### src/rtl/dino_pkg.sv
// Shared state encoding, lane geometry and LFSR helpers for the dino run engine.
package dino_pkg;

    typedef enum logic [1:0] {
        IDLE = 2'b00,
        PLAY = 2'b01,
        HIT  = 2'b10,
        DONE = 2'b11
    } state_t;

    localparam int LANE_W   = 16;
    localparam int DINO_COL = 1;

    // x^16+x^14+x^13+x^11+1, Fibonacci form shifting toward the LSB: taps at bits 0,2,3,5
    localparam logic [15:0] LFSR_TAPS = 16'h002D;

    function automatic logic [15:0] lfsr_advance(input logic [15:0] q);
        return {^(q & LFSR_TAPS), q[15:1]};
    endfunction

endpackage

### src/rtl/dino_lfsr.sv
// 16-bit lane-generator LFSR; load restores the seed, step advances one position.
module dino_lfsr
    import dino_pkg::*;
#(
    parameter logic [15:0] LFSR_SEED = 16'hACE1
) (
    input  logic        clk,
    input  logic        rst,
    input  logic        load,
    input  logic        step,
    output logic [15:0] q
);

    always_ff @(posedge clk or posedge rst) begin
        if (rst)       q <= LFSR_SEED;
        else if (load) q <= LFSR_SEED;
        else if (step) q <= lfsr_advance(q);
    end

endmodule

### src/rtl/dino_run_engine.sv
// Dino game engine: obstacle lane, jump timer, score and HIT/DONE status flags.
// Optional DINO_SPEEDUP_EN shortens the tick period as the score grows.
module dino_run_engine
    import dino_pkg::*;
#(
    parameter int          TICK_DIV    = 25_000_000,
    parameter int          JUMP_TICKS  = 3,
    parameter int          CLEAR_COUNT = 20,
    parameter logic [15:0] LFSR_SEED   = 16'hACE1
) (
    input  logic              clk,
    input  logic              rst,
    input  logic              run_game,
    input  logic              key_jump,
    output logic              collision_detected,
    output logic              game_cleared,
    output logic [LANE_W-1:0] lane,
    output logic              dino_air,
    output logic [7:0]        score
);

    localparam int CNT_W = $clog2(TICK_DIV);
    localparam int JC_W  = $clog2(JUMP_TICKS + 1);
    // Spawning needs the top JUMP_TICKS+1 columns empty so every obstacle is jumpable
    localparam logic [LANE_W-1:0] GAP_MASK = ~({LANE_W{1'b1}} >> (JUMP_TICKS + 1));

    state_t            state, state_next;
    logic              run_q, key_q, jump_pulse;
    logic [CNT_W-1:0]  tick_cnt;
    logic [JC_W-1:0]   jump_cnt;
    logic [15:0]       lfsr;
    logic              run_rise, active, tick;
    logic              passed, spawn, hit, clear_hit, jump_ok;
    logic [LANE_W-1:0] lane_shift;
    logic [7:0]        score_inc;
    logic              unused_lfsr;

    assign run_rise    = run_game & ~run_q;
    assign active      = (state == PLAY) && run_game;
    assign unused_lfsr = ^lfsr[15:2];

`ifdef DINO_SPEEDUP_EN
    logic [1:0]  speed_sh;
    logic [31:0] period_m1;

    // >= rather than == so a period that shrinks mid-count still wraps the counter
    always_comb begin
        speed_sh  = (score >= 8'd16) ? 2'd2 : (score >= 8'd8) ? 2'd1 : 2'd0;
        period_m1 = 32'(TICK_DIV) >> speed_sh;
        period_m1 = (period_m1 == 32'd0) ? 32'd0 : period_m1 - 32'd1;
        tick      = active && (32'(tick_cnt) >= period_m1);
    end
`else
    assign tick = active && (tick_cnt == CNT_W'(TICK_DIV - 1));
`endif

    dino_lfsr #(.LFSR_SEED(LFSR_SEED)) u_lfsr (
        .clk  (clk),
        .rst  (rst),
        .load (run_rise),
        .step (tick),
        .q    (lfsr)
    );

    always_comb begin
        passed     = lane[DINO_COL];
        spawn      = (lfsr[1:0] == 2'b00) && ((lane & GAP_MASK) == '0);
        lane_shift = {spawn, lane[LANE_W-1:1]};
        hit        = lane_shift[DINO_COL] && (jump_cnt == '0);
        score_inc  = (score == 8'hFF) ? score : score + 8'd1;
        clear_hit  = !hit && passed && (score_inc == 8'(CLEAR_COUNT));
        jump_ok    = jump_pulse && active && (jump_cnt == '0);
    end

    always_ff @(posedge clk or posedge rst) begin
        if (rst) state <= IDLE;
        else     state <= state_next;
    end

    // Collision outranks clear on the same tick
    always_comb begin
        state_next = state;
        if (run_rise) begin
            state_next = PLAY;
        end else if (tick) begin
            if (hit)            state_next = HIT;
            else if (clear_hit) state_next = DONE;
        end
    end

    always_comb begin
        collision_detected = (state == HIT);
        game_cleared       = (state == DONE);
        dino_air           = (jump_cnt != '0);
    end

    always_ff @(posedge clk or posedge rst) begin
        if (rst) begin
            run_q      <= 1'b0;
            key_q      <= 1'b0;
            jump_pulse <= 1'b0;
        end else begin
            run_q      <= run_game;
            key_q      <= key_jump;
            jump_pulse <= key_jump & ~key_q;
        end
    end

    always_ff @(posedge clk or posedge rst) begin
        if (rst) begin
            tick_cnt <= '0;
            lane     <= '0;
            score    <= '0;
            jump_cnt <= '0;
        end else if (run_rise) begin
            tick_cnt <= '0;
            lane     <= '0;
            score    <= '0;
            jump_cnt <= '0;
        end else if (active) begin
            if (tick) begin
                tick_cnt <= '0;
                lane     <= lane_shift;
                if (!hit && passed) score <= score_inc;
            end else begin
                tick_cnt <= tick_cnt + CNT_W'(1);
            end
            if (jump_ok)                        jump_cnt <= JC_W'(JUMP_TICKS);
            else if (tick && jump_cnt != '0)    jump_cnt <= jump_cnt - JC_W'(1);
        end
    end

endmodule

### config.mk
export PLATFORM = sky130hd
export DESIGN_NAME = dino_run_engine
export DESIGN_NICKNAME = d
export VERILOG_FILES = /design/src/rtl/dino_pkg.sv /design/src/rtl/dino_lfsr.sv /design/src/rtl/dino_run_engine.sv
export SDC_FILE = /design/constraint.sdc
export NUM_CORES = 1
export LEC_CHECK = 0
export CAP_MARGIN = 20
export CORE_ASPECT_RATIO = 0.5
export CORE_MARGIN = 2
export CORE_UTILIZATION = 55
export CTS_BUF_LIST = sky130_fd_sc_hd__clkbuf_4
export DETAILED_ROUTE_END_ITERATION = 12
export PLACE_DENSITY = 0.76
export SETUP_SLACK_MARGIN = 0.02
export SLEW_MARGIN = 10
export SYNTH_ARGS = -nofsm -noshare
export SYNTH_HDL_FRONTEND = slang
export SYNTH_SLANG_ARGS = --single-unit
### constraint.sdc
create_clock -name clk -period 6.3 [get_ports clk]
set_input_delay 1.26 -clock clk [delete_from_list [all_inputs] [get_ports clk]]
set_output_delay 1.26 -clock clk [all_outputs]
set_load 0.01 [all_outputs]
==> impl_summary.log <==
INFO  metric yosysUniqueCellTypes = 51
INFO  metric synth_area = 3610 um^2
INFO  metric avgViaCountPerCell = 5.69
INFO  metric die-height = 61.3 um
INFO  metric seq_area_frac_synth = 50.2%
INFO  metric synthArstFlopShare = 100%
INFO  metric drc = 0
INFO  metric worst_pin_slew = 0.998 ns
INFO  metric die_w = 119 um
INFO  metric grt_max_degree = 73
INFO  metric die_area = 7270 um^2
INFO  metric layout-area-overhead-vs-synth = 13.7%
INFO  metric critPathCaptureType = flop
INFO  metric number_of_primary_i_o_pins = 31
INFO  metric critPathArrivalTime = 3.77 ns
INFO  metric max_freq = 291 MHz
INFO  metric routedWlPerCell = 14.3 um
INFO  metric start_util = 58.2%
INFO  metric antenna_found_initial = 0
INFO  metric final_core_util = 66.2%
INFO  metric num_vias = 2951
INFO  metric cts_htree_levels = 3
INFO  metric layout_common_cells = 88 x sky130_fd_sc_hd__nand2_1, 64 x sky130_fd_sc_hd__dfrtp_1, 39 x sky130_fd_sc_hd__nor2_1, 31 x sky130_fd_sc_hd__a21oi_1, 30 x sky130_fd_sc_hd__clkdlybuf4s50_1
INFO  metric cts_max_path_buffers = 2
INFO  metric synth-seq-cells = 72
INFO  metric syn_area_cell = 8.94 um^2
INFO  metric gp_routability_congestion = 0.893
INFO  metric timing.hold.worst.class = reg2reg
INFO  metric fin_crit = 3.44 ns
INFO  metric drt_pre_antenna_iters = 4
INFO  metric timing.final.hold_violations = 0
INFO  metric static-leakage-power = 1.63 nW
INFO  metric place_hpwl = 4810 um
INFO  metric postRouteAntennaNets = 0
INFO  metric max_slew_margin = 33.4%
INFO  metric groute.usage.overall = 22.1%
INFO  metric drive_gt1_share = 8.58%
INFO  metric wl = 7420 um
INFO  metric cts_made_buffers = 9
INFO  metric synth_enable_flop_cells = 0
INFO  metric crit_required = 6.63 ns
INFO  metric post-route-period-util = 54.6%
INFO  metric timing.critical_path.fanout_max = 25
INFO  metric irDropWorstVdd = 0.234 mV
INFO  metric placeableCoreArea = 6210 um^2
INFO  metric cts_root_buf = sky130_fd_sc_hd__clkbuf_4
INFO  metric postSynthCellCount = 404
INFO  metric critical_path.startpoint_type = input pin
INFO  metric grt_first_pass_wirelength = 12500 um
INFO  metric worst_setup_hold_path_clk_slew = 0.12 ns
INFO  metric setup-tns-final = 0 ns
INFO  metric cts_tree = built
INFO  metric layout.cells.most_common = sky130_fd_sc_hd__nand2_1
INFO  metric drt_iter0_markers = 183
INFO  metric grt_overflow = 0
INFO  metric slew_viol_final = 0
INFO  metric clock_latency = 0.43 ns
INFO  metric grt_pass1_vias = 2678
INFO  metric detailed_place.area = 3930 um^2
INFO  metric layout.nets = 433
INFO  metric numClockSinks = 72
INFO  metric cts_setup_buffers = 0
INFO  metric insertedDiodeCount = 0
INFO  metric ys.warnings.count = 0
INFO  metric setup_violating_endpoint_count_in_the_final_report = 0
INFO  metric postCtsHoldBufs = 0
INFO  metric io_port_bufs = 30
INFO  metric clock-skew-final = 0.0115 ns
INFO  metric synth-main-ff-cell = sky130_fd_sc_hd__dfrtp_1
INFO  metric mappedNetlistNets = 411
INFO  metric rsz0062_at_grt = no
INFO  metric critical_path_class = in2reg
INFO  metric status = finished, final reports clean
INFO  metric cts-resized-gates = 0
INFO  metric finish.instance_area = 4110 um^2
INFO  metric rows = 20
INFO  metric timing.max_cap.violations = 0
INFO  metric power_density = 214 nW/um^2
[power breakdown]
group          internal, mW  switching (mW)  total (mW)
Clock                 0.158           0.166       0.323
Combinational        0.0269          0.0477      0.0746
Sequential            0.473         0.00878       0.482
Total                 0.658           0.222       0.880
[area by class of cell]
type                       instances  area, um^2
clock buffer                       9        67.6
multi-input combinational        301        1670
sequential                        72        1810
timing repair buffer              34         334
clock inverter                     7        86.3
tap                               88         110
inverter                           8        30.0
fill                             554        2100
[worst max-delay path, stage by stage]
cell,delay (ns)
sky130_fd_sc_hd__clkdlybuf4s50_1,0.52
sky130_fd_sc_hd__nand2_1,0.27
sky130_fd_sc_hd__or3_1,0.62
sky130_fd_sc_hd__nand2_1,0.68
sky130_fd_sc_hd__a211oi_1,0.41
[worst paths after layout]
| check | startpoint | endpoint | slack, ns | depth (start not counted) |
|---|---|---|---|---|
| max | run_game | tick_cnt[0] | 2.86 | 5 |
| max reg2reg | tick_cnt[7] | tick_cnt[1] | 3.09 | 5 |
| min in group asynchronous | rst | key_q | 1.41 | 3 |
| min reg2reg | key_q | jump_pulse | 0.41 | 1 |
| max in group asynchronous | rst | tick_cnt[20] | 4.33 | 3 |
| min | key_q | jump_pulse | 0.41 | 1 |
[logic make-up after synthesis]
kind of cell	Yosys count	synth area share (%)
DFF	72	50.2
xor gates and xnor gates	27	6.55
AOI/OAI and AO/OA	60	9.91
and+or+nand+nor	209	27.9
buffers and inverters	31	3.81
muxes	2	0.589
adders and majority gates	3	1.04
[state kept, by name, indices dropped and copies added (netlist names)]
name,cells
tick_cnt,25
lane,16
u_lfsr.q,16
score,8
jump_cnt,2
state,2
jump_pulse,1
key_q,1
run_q,1
[cells in the mapped netlist, drive strengths merged, types with 3 or more instances]
library cell	instances	area share (%)
nor4	9	2.0
and4	3	0.80
nor3	17	2.4
o21ai	9	1.2
a21oi	31	4.3
and2	3	0.52
nand3	20	2.8
buf	8	1.1
nor2	39	4.1
o211ai	3	0.62
dfrtp	64	44
inv	8	0.83
nand4	7	1.6
ha	3	1.0
clkbuf	15	1.9
dfstp	8	5.8
or3	4	0.69
xnor2	26	6.3
and3	3	0.55
o21a	3	0.62
nor2b	3	0.52
nand2	88	9.1
or4	4	0.83
[metrics by stage]
step	power (mW)	setup slack, ns	hold WS, ns	instances
after global placement	0.559	2.04	0.389	501
after floorplan	0.540	3.23	0.378	404
final	0.880	2.86	0.410	519
after CTS	0.888	2.37	0.416	517
after global routing	0.920	2.64	0.435	519
after detailed placement	0.565	1.90	0.397	501
[layer usage]
layer | global-route usage [%] | part of all wire, % | vias up
li1 | - | - | 1429
met4 | 6.80 | 0.85 | 0
met5 | 0 | 0 | -
met2 | 36.2 | 47 | 49
met1 | 28.8 | 47 | 1466
met3 | 7.31 | 4.5 | 7
(Power assumes the default switching activity.)
